[config.mk]
export PLATFORM = sky130hd
export DESIGN_NAME = uart_tx_fifo
export DESIGN_NICKNAME = d
export VERILOG_FILES = /design/src/rtl/uart_tx_fifo.sv
export SDC_FILE = /design/constraint.sdc
export NUM_CORES = 1
export LEC_CHECK = 0
export CAP_MARGIN = 40
export CORE_MARGIN = 2
export CORE_UTILIZATION = 54
export CTS_BUF_LIST = sky130_fd_sc_hd__clkbuf_4
export CTS_CLUSTER_SIZE = 25
export DETAILED_ROUTE_END_ITERATION = 7
export PLACE_DENSITY = 0.88
export SKIP_LAST_GASP = 1
export SYNTH_ARGS = -nofsm -noshare
export SYNTH_HDL_FRONTEND = slang
export SYNTH_SLANG_ARGS = --single-unit
[constraint.sdc]
create_clock -name clk -period 2.2 [get_ports clk]
set_input_delay 0.44 -clock clk [delete_from_list [all_inputs] [get_ports clk]]
set_output_delay 0.44 -clock clk [all_outputs]
set_load 0.02 [all_outputs]
[src/rtl/uart_tx_fifo.sv]
// uart_tx_fifo: 8N1 UART transmitter (LSB first) fed by a small write FIFO.
//   clk      : system clock, rising edge
//   reset    : asynchronous active-high reset; flushes FIFO and aborts any frame
//   wr_en    : push wr_data this cycle (dropped with an overflow pulse when full)
//   wr_data  : byte to transmit
//   full     : FIFO holds FIFO_DEPTH bytes
//   level    : bytes waiting in the FIFO, excluding the byte being shifted
//   busy     : a frame is being shifted out
//   tx_done  : one-cycle pulse after each stop bit completes
//   overflow : one-cycle pulse after a dropped write
//   uart_tx  : registered serial line, idles high
module uart_tx_fifo #(
    parameter int CLKS_PER_BIT = 12,
    parameter int FIFO_DEPTH   = 4
) (
    input  logic                           clk,
    input  logic                           reset,
    input  logic                           wr_en,
    input  logic [7:0]                     wr_data,
    output logic                           full,
    output logic [$clog2(FIFO_DEPTH):0]    level,
    output logic                           busy,
    output logic                           tx_done,
    output logic                           overflow,
    output logic                           uart_tx
);
    localparam int AW = $clog2(FIFO_DEPTH);
    localparam int CW = $clog2(CLKS_PER_BIT);

    typedef enum logic [1:0] {IDLE, START, DATA, STOP} state_t;

    state_t        state_q, state_d;
    logic [7:0]    mem_q [FIFO_DEPTH];
    logic [AW:0]   wr_ptr_q, rd_ptr_q;
    logic [CW-1:0] cnt_q, cnt_d;
    logic [2:0]    bit_q, bit_d;
    logic [7:0]    shift_q, shift_d;
    logic          tx_q, tx_d, done_q, done_d, ovf_q;
    logic          empty, push, pop, last;

    // Pointers carry one extra bit so full and empty are distinguishable.
    assign level    = wr_ptr_q - rd_ptr_q;
    assign full     = level == (AW+1)'(FIFO_DEPTH);
    assign empty    = wr_ptr_q == rd_ptr_q;
    assign push     = wr_en && !full;
    assign last     = cnt_q == CW'(CLKS_PER_BIT - 1);
    assign busy     = state_q != IDLE;
    assign tx_done  = done_q;
    assign overflow = ovf_q;
    assign uart_tx  = tx_q;

    always_comb begin
        state_d = state_q;
        cnt_d   = (state_q == IDLE || last) ? '0 : cnt_q + 1'b1;
        bit_d   = bit_q;
        shift_d = shift_q;
        tx_d    = tx_q;
        done_d  = 1'b0;
        pop     = 1'b0;
        case (state_q)
            IDLE: if (!empty) begin
                pop     = 1'b1;
                shift_d = mem_q[rd_ptr_q[AW-1:0]];
                tx_d    = 1'b0;
                state_d = START;
            end
            START: if (last) begin
                state_d = DATA;
                bit_d   = 3'd0;
                tx_d    = shift_q[0];
            end
            // tx_d looks one bit ahead so the line stays registered.
            DATA: if (last) begin
                shift_d = shift_q >> 1;
                bit_d   = bit_q + 3'd1;
                tx_d    = (bit_q == 3'd7) ? 1'b1 : shift_q[1];
                state_d = (bit_q == 3'd7) ? STOP : DATA;
            end
            // A queued byte starts immediately, giving gap-free back-to-back frames.
            STOP: if (last) begin
                done_d = 1'b1;
                if (!empty) begin
                    pop     = 1'b1;
                    shift_d = mem_q[rd_ptr_q[AW-1:0]];
                    tx_d    = 1'b0;
                    state_d = START;
                end else begin
                    tx_d    = 1'b1;
                    state_d = IDLE;
                end
            end
            default: state_d = IDLE;
        endcase
    end

    always_ff @(posedge clk) begin
        if (push) mem_q[wr_ptr_q[AW-1:0]] <= wr_data;
    end

    always_ff @(posedge clk or posedge reset) begin
        if (reset) begin
            state_q  <= IDLE;
            wr_ptr_q <= '0;
            rd_ptr_q <= '0;
            cnt_q    <= '0;
            bit_q    <= '0;
            shift_q  <= '0;
            tx_q     <= 1'b1;
            done_q   <= 1'b0;
            ovf_q    <= 1'b0;
        end else begin
            state_q  <= state_d;
            wr_ptr_q <= push ? wr_ptr_q + 1'b1 : wr_ptr_q;
            rd_ptr_q <= pop ? rd_ptr_q + 1'b1 : rd_ptr_q;
            cnt_q    <= cnt_d;
            bit_q    <= bit_d;
            shift_q  <= shift_d;
            tx_q     <= tx_d;
            done_q   <= done_d;
            ovf_q    <= wr_en && full;
        end
    end
endmodule

; Word level (Yosys, flattened, before mapping)
; Memories as Yosys holds them, arrays and structs flattened.
; Cells that the tools add are included.
[classes]
add_sub_neg = 5
n_eq_ne = 11
mux = 29
n_reduce_logical = 11
[ops]
columns = operator, n
row1 = 2-to-1 mux 8 bit, 3
row2 = one-hot mux 8 bit (3 select lines), 1
row3 = 2-to-1 mux 1 bit, 14
row4 = "adder 3 x 1 -> 3 bit, second input constant", 3
row5 = 2-to-1 mux 2 bit, 4
row6 = "inequality test 2 bit, second input constant", 4
row7 = one-hot mux 2 bit (4 select lines), 1
row8 = "equality test 3 bit, second input constant", 2
row9 = 2-to-1 mux 3 bit, 2
row10 = one-hot mux 3 bit (2 select lines), 1
row11 = AND reduction 3 bit, 2
row12 = "adder 4 x 1 -> 4 bit, second input constant", 1
row13 = "equality test 2 bit, second input constant", 2
row14 = "equality test 4 bit, second input constant", 1
row15 = 2-to-1 mux 4 bit, 1
row16 = one-hot mux 1 bit (4 select lines), 1
row17 = AND reduction 4 bit, 1
row18 = nonzero test 2 bit, 2
row19 = equality test 3 bit, 1
row20 = nonzero test 3 bit, 1
row21 = subtractor 3 bit, 1
row22 = "equality test 2 x 1 -> 1 bit, second input constant", 1
row23 = logical AND 1 bit, 2
row24 = logical NOT 2 bit, 1
row25 = other kinds (3), 3
[word_totals]
regBits = 26
ram_bits = 32
in_bits = 11
elab_cells = 66
mem_count = 1
[mem_list]
columns = name, depth, word_bits, rd, rd_clocked_by_memory_dff, write_ports, line
row1 = mem_q, 4, 8, 1, 0, 1, 33  ; logic [7:0] mem_q [FIFO_DEPTH];

; Logic depth before layout (Yosys ltp)
[logic_depth]
ltp_word = 6
mapped_depth = 7

; Worst setup path before layout
; No wires, ideal clock.
[synth_path]
path_kind = register to register
start = reg wr_ptr_q[0]
end = mem mem_q[3][0], enable pin
setup_time_ps = 339
arrival_time_ps = 1866
slack_ps = -6
path_stages_with_launch = 7
cell_sequence = dfrtp_1 -> inv_1 -> ha_1 -> fa_1 -> xor3_1 -> nand3_1 -> and3_1
[synth_between]
elab_chain_len = 6
[synth_rtl]
columns = item, line
row1 = from (decl), 34  ; logic [AW:0] wr_ptr_q, rd_ptr_q;
row2 = from (signal assigned), 113  ; wr_ptr_q <= push ? wr_ptr_q + 1'b1 : wr_ptr_q;
row3 = subtractor 3 bit, 42  ; assign level = wr_ptr_q - rd_ptr_q;
row4 = via level[2], 21  ; output logic [$clog2(FIFO_DEPTH):0] level,
row5 = equality test 3 bit, 43  ; assign full = level == (AW+1)'(FIFO_DEPTH);
row6 = logical NOT 1 bit, 45  ; assign push = wr_en && !full;
row7 = logical AND 1 bit, 45
row8 = 2-to-1 mux 1 bit, 97  ; if (push) mem_q[wr_ptr_q[AW-1:0]] <= wr_data;
row9 = 2-to-1 mux 1 bit (not written as such), 97
row10 = to (decl), 33
; The timed path passes the listed nets, and every way through them passes these cells.

; Final worst setup path
[layout_path]
start = reg rd_ptr_q[0]
end = out full
[layout_between]
elab_chain_len = 2
[layout_rtl]
columns = item, line
row1 = from (decl), 34
row2 = from (signal assigned), 114  ; rd_ptr_q <= pop ? rd_ptr_q + 1'b1 : rd_ptr_q;
row3 = subtractor 3 bit, 42
row4 = equality test 3 bit, 43
row5 = to (decl), 20  ; output logic full,
; No other way between the ends.

==> results.py <==
metrics = {
    "cts": {
        "clk_pin_slew_ns": 0.09,
        "cts_sinks": 58,
        "clock_latency_ns": 0.41,
        "cts_buffer_depth": 2,
        "h-tree-depth": 3,
        "cts_tree": "yes",
        "cts_buffers": 9,
        "ctsHoldBuffers": 0,
        "cts-root-buf": "clkbuf_4",
    },
    "placement": {
        "globalplace.congestion": 0.792,
        "hpwl_um": 3260,
        "placed_cell_area_um2": 3060,
        "port_buffers": 18,
        "place_ws_ns": -0.265,
    },
    "sta": {
        "finClkSkew_ns": 0.0127,
        "worstMarginPinSlew_ns": 0.481,
        "period_minus_slack_ns": 2.30,
        "fmax_mhz": 434,
        "fin_ws_ns": -0.102,
        "maxSlewViolCount": 0,
        "hold_viol": 0,
        "min_period_over_period": 1.05,
        "finalSetupViolations": 2,
        "max_slew_margin": 0.678,
        "rsz0062_at_grt": "yes",
    },
    "logic_synthesis": {
        "avgSynthCellArea_um2": 14.5,
        "netlist_instances": 183,
        "yosys_warnings": 0,
        "ys_top_cells_by_area": "edfxtp_1 (36%), dfrtp_1 (24%), mux2_2 (7.6%)",
        "yosysSeqAreaShare": 0.608,
        "synth-compound-area-share": 0.0702,
        "syn_nets": 211,
        "synth_top_family_by_area": "multiplexers",
        "synth-seq-cells": 58,
        "synth-xor-area-share": 0.0288,
        "synth_fa_ha_area_frac": 0.0830,
        "synthMuxAreaShare": 0.115,
        "synth_area_um2": 2650,
        "synth_cell_type_count": 40,
        "yosys.area.top_type_share": 0.362,
        "synth_edf_count": 32,
        "synth_top_flop_cell": "edfxtp_1",
        "yosys.area_share.simple": 0.0674,
        "yosysTopAreaCell": "edfxtp_1",
        "async_flop_share": 0.448,
    },
    "setup_path": {
        "r2r_setup_slack_ns": 0.05,
        "r2r-end": "mem_q[2][3]",
        "path_class": "reg2out",
        "crit_arrival_ns": 1.86,
        "worst_setup_path_end_kind": "output port",
        "r2r-start": "rd_ptr_q[0]",
        "critPathLaunchType": "register",
        "required_ns": 1.76,
        "critical_path.max_fanout": 2,
        "reg2regPathDepth": 8,
    },
    "route": {
        "routed_wl_um": 4770,
        "first_pass_iters": 4,
        "drt-wirelength-per-cell_um": 16.0,
        "drtIter0Drc": 90,
        "ant_nets": 0,
        "vias": 1590,
        "drc_errors": 0,
        "routed_via_density": 5.34,
    },
    "run_status": {
        "violations": "negative setup slack",
        "status": "finished with violations",
    },
    "grt": {
        "grt.total_usage": 0.203,
        "grt_antenna_before_repair": 0,
        "grt_first_pass_wirelength_um": 7910,
        "grt_overflow": 0,
        "grt_max_degree": 27,
        "grt_pass1_vias": 1658,
    },
    "cells_and_area": {
        "fillers": 312,
        "regArea_um2": 1610,
        "areaGrowthSynthToFinish_pct": 22.5,
        "fin_area_um2": 3250,
        "multi_input_area_um2": 1000,
        "drive_above_1_share": 0.320,
        "antenna_cells": 0,
        "nNetsFinal": 254,
    },
    "power": {
        "ir_drop_mv": 0.774,
        "p_leak_nw": 1.35,
        "p_total_mw": 5.31,
        "p_per_area_nw_per_um2": 1630,
    },
    "worst_hold_path": {
        "hp-class": "in2async",
    },
    "die": {
        "die_w_um": 74.1,
        "core_area_um2": 4720,
        "die_h_um": 74.1,
        "io-pin-count": 19,
        "dieArea_um2": 5490,
        "start_util": 0.562,
        "placementRows": 25,
    },
    "flow_run": {
        "cap_violations": 0,
    },
}
where the power goes:
group,leakage (nW),switching (mW),internal [mW]
registers,0.610,0.180,1.53
logic,0.649,1.32,1.42
clock network,0.0862,0.390,0.468
cell type report:
type / count / area share
Inverter: 14 / 0.0162
Timing Repair Buffer: 36 / 0.105
Sequential cell: 58 / 0.496
Multi-Input combinational cell: 107 / 0.308
Clock inverter: 6 / 0.0254
Clock buffer: 10 / 0.0231
Tap cell: 67 / 0.0258
routing by layer:
| layer | part of all wire | track usage | vias up |
|---|---|---|---|
| li1 | - | - | 760 |
| met1 | 0.44 | 0.257 | 781 |
| met2 | 0.49 | 0.304 | 36 |
| met3 | 0.038 | 0.0705 | 13 |
| met4 | 0.030 | 0.119 | 0 |
| met5 | 0 | 0 | - |
per-stage QoR:
| step | instances | utilization | setup TNS (ns) | hold WS, ns |
|---|---|---|---|---|
| 3_3_place_gp | 280 | 0.647 | -0.247 | 0.455 |
| 3_5_place_dp | 280 | 0.647 | -0.416 | 0.466 |
| 4_1_cts | 299 | 0.688 | -0.242 | 0.369 |
| 5_1_grt | 298 | 0.688 | -0.350 | 0.403 |
| 6_report | 298 | 0.688 | -0.183 | 0.379 |
| 2_1_floorplan | 183 | - | 0 | 0.436 |
cell families (layout without fill, tap and decap cells):
group,after synthesis,count (layout)
fa+ha+maj,17,17
mux,27,27
flops,58,58
xor+xnor,7,7
compound gates,22,22
simple gates,34,34
buf+inv,18,66
worst max-delay path, cell delays in order, from the launching register on:
cell and delay [ns]:
dfrtp_1 0.42, ha_4 0.17, fa_2 0.33, xor3_1 0.25
nand3_2 0.10, inv_2 0.07, buf_6 0.11
synth_stat cells (2+ instances only):
| cell type | number |
|---|---|
| buf_2 | 2 |
| and2_1 | 2 |
| ha_1 | 16 |
| o221a_2 | 6 |
| xor2_1 | 2 |
| dfrtp_1 | 25 |
| mux2_2 | 18 |
| nor2_1 | 4 |
| mux2i_1 | 8 |
| a21oi_1 | 4 |
| edfxtp_1 | 32 |
| inv_1 | 13 |
| and3_1 | 4 |
| a32o_1 | 2 |
| nor3_1 | 3 |
| o21ai_0 | 4 |
| nand2_1 | 12 |
| xnor2_1 | 4 |
how the worst max path moves through the flow:
stage | endpoint | slack [ns] | depth (start not counted) | start
after global routing | full | -0.19 | 6 | rd_ptr_q[0]
after CTS | full | -0.14 | 6 | rd_ptr_q[0]
after detailed placement | full | -0.27 | 7 | wr_ptr_q[0]
final | full | -0.10 | 6 | rd_ptr_q[0]
after global placement | full | -0.16 | 7 | wr_ptr_q[0]
after floorplan | mem_q[0][0] | 0.03 | 6 | wr_ptr_q[0]
timing repair:
item                                    4_1_cts  5_1_grt
cloned                                        0        0
pin swaps                                     1        2
setup buffers                                 3        1
gates resized for setup                      24        6
endpoints found under the setup margin       13       22
sequential cells by signal (all words and copies together), names as in the netlist:
register and count:
bit_q 3, cnt_q 4, mem_q 32, overflow 1, rd_ptr_q 3, shift_q 8
state_q 2, tx_done 1, uart_tx 1, wr_ptr_q 3
cells in the final DEF (no fill, tap or decap), drive strengths merged, types with 3 or more instances in the layout:
cell,instances
o21ai,4
xnor2,4
o221a,6
a21oi,4
buf,21
inv,13
nor2,4
clkdlybuf4s50,13
nor3,3
ha,16
mux2,18
clkbuf,10
and3,5
clkinv,4
nand2,12
mux2i,8
edfxtp,32
dfrtp,25
Power figures use the tool's default switching activity.
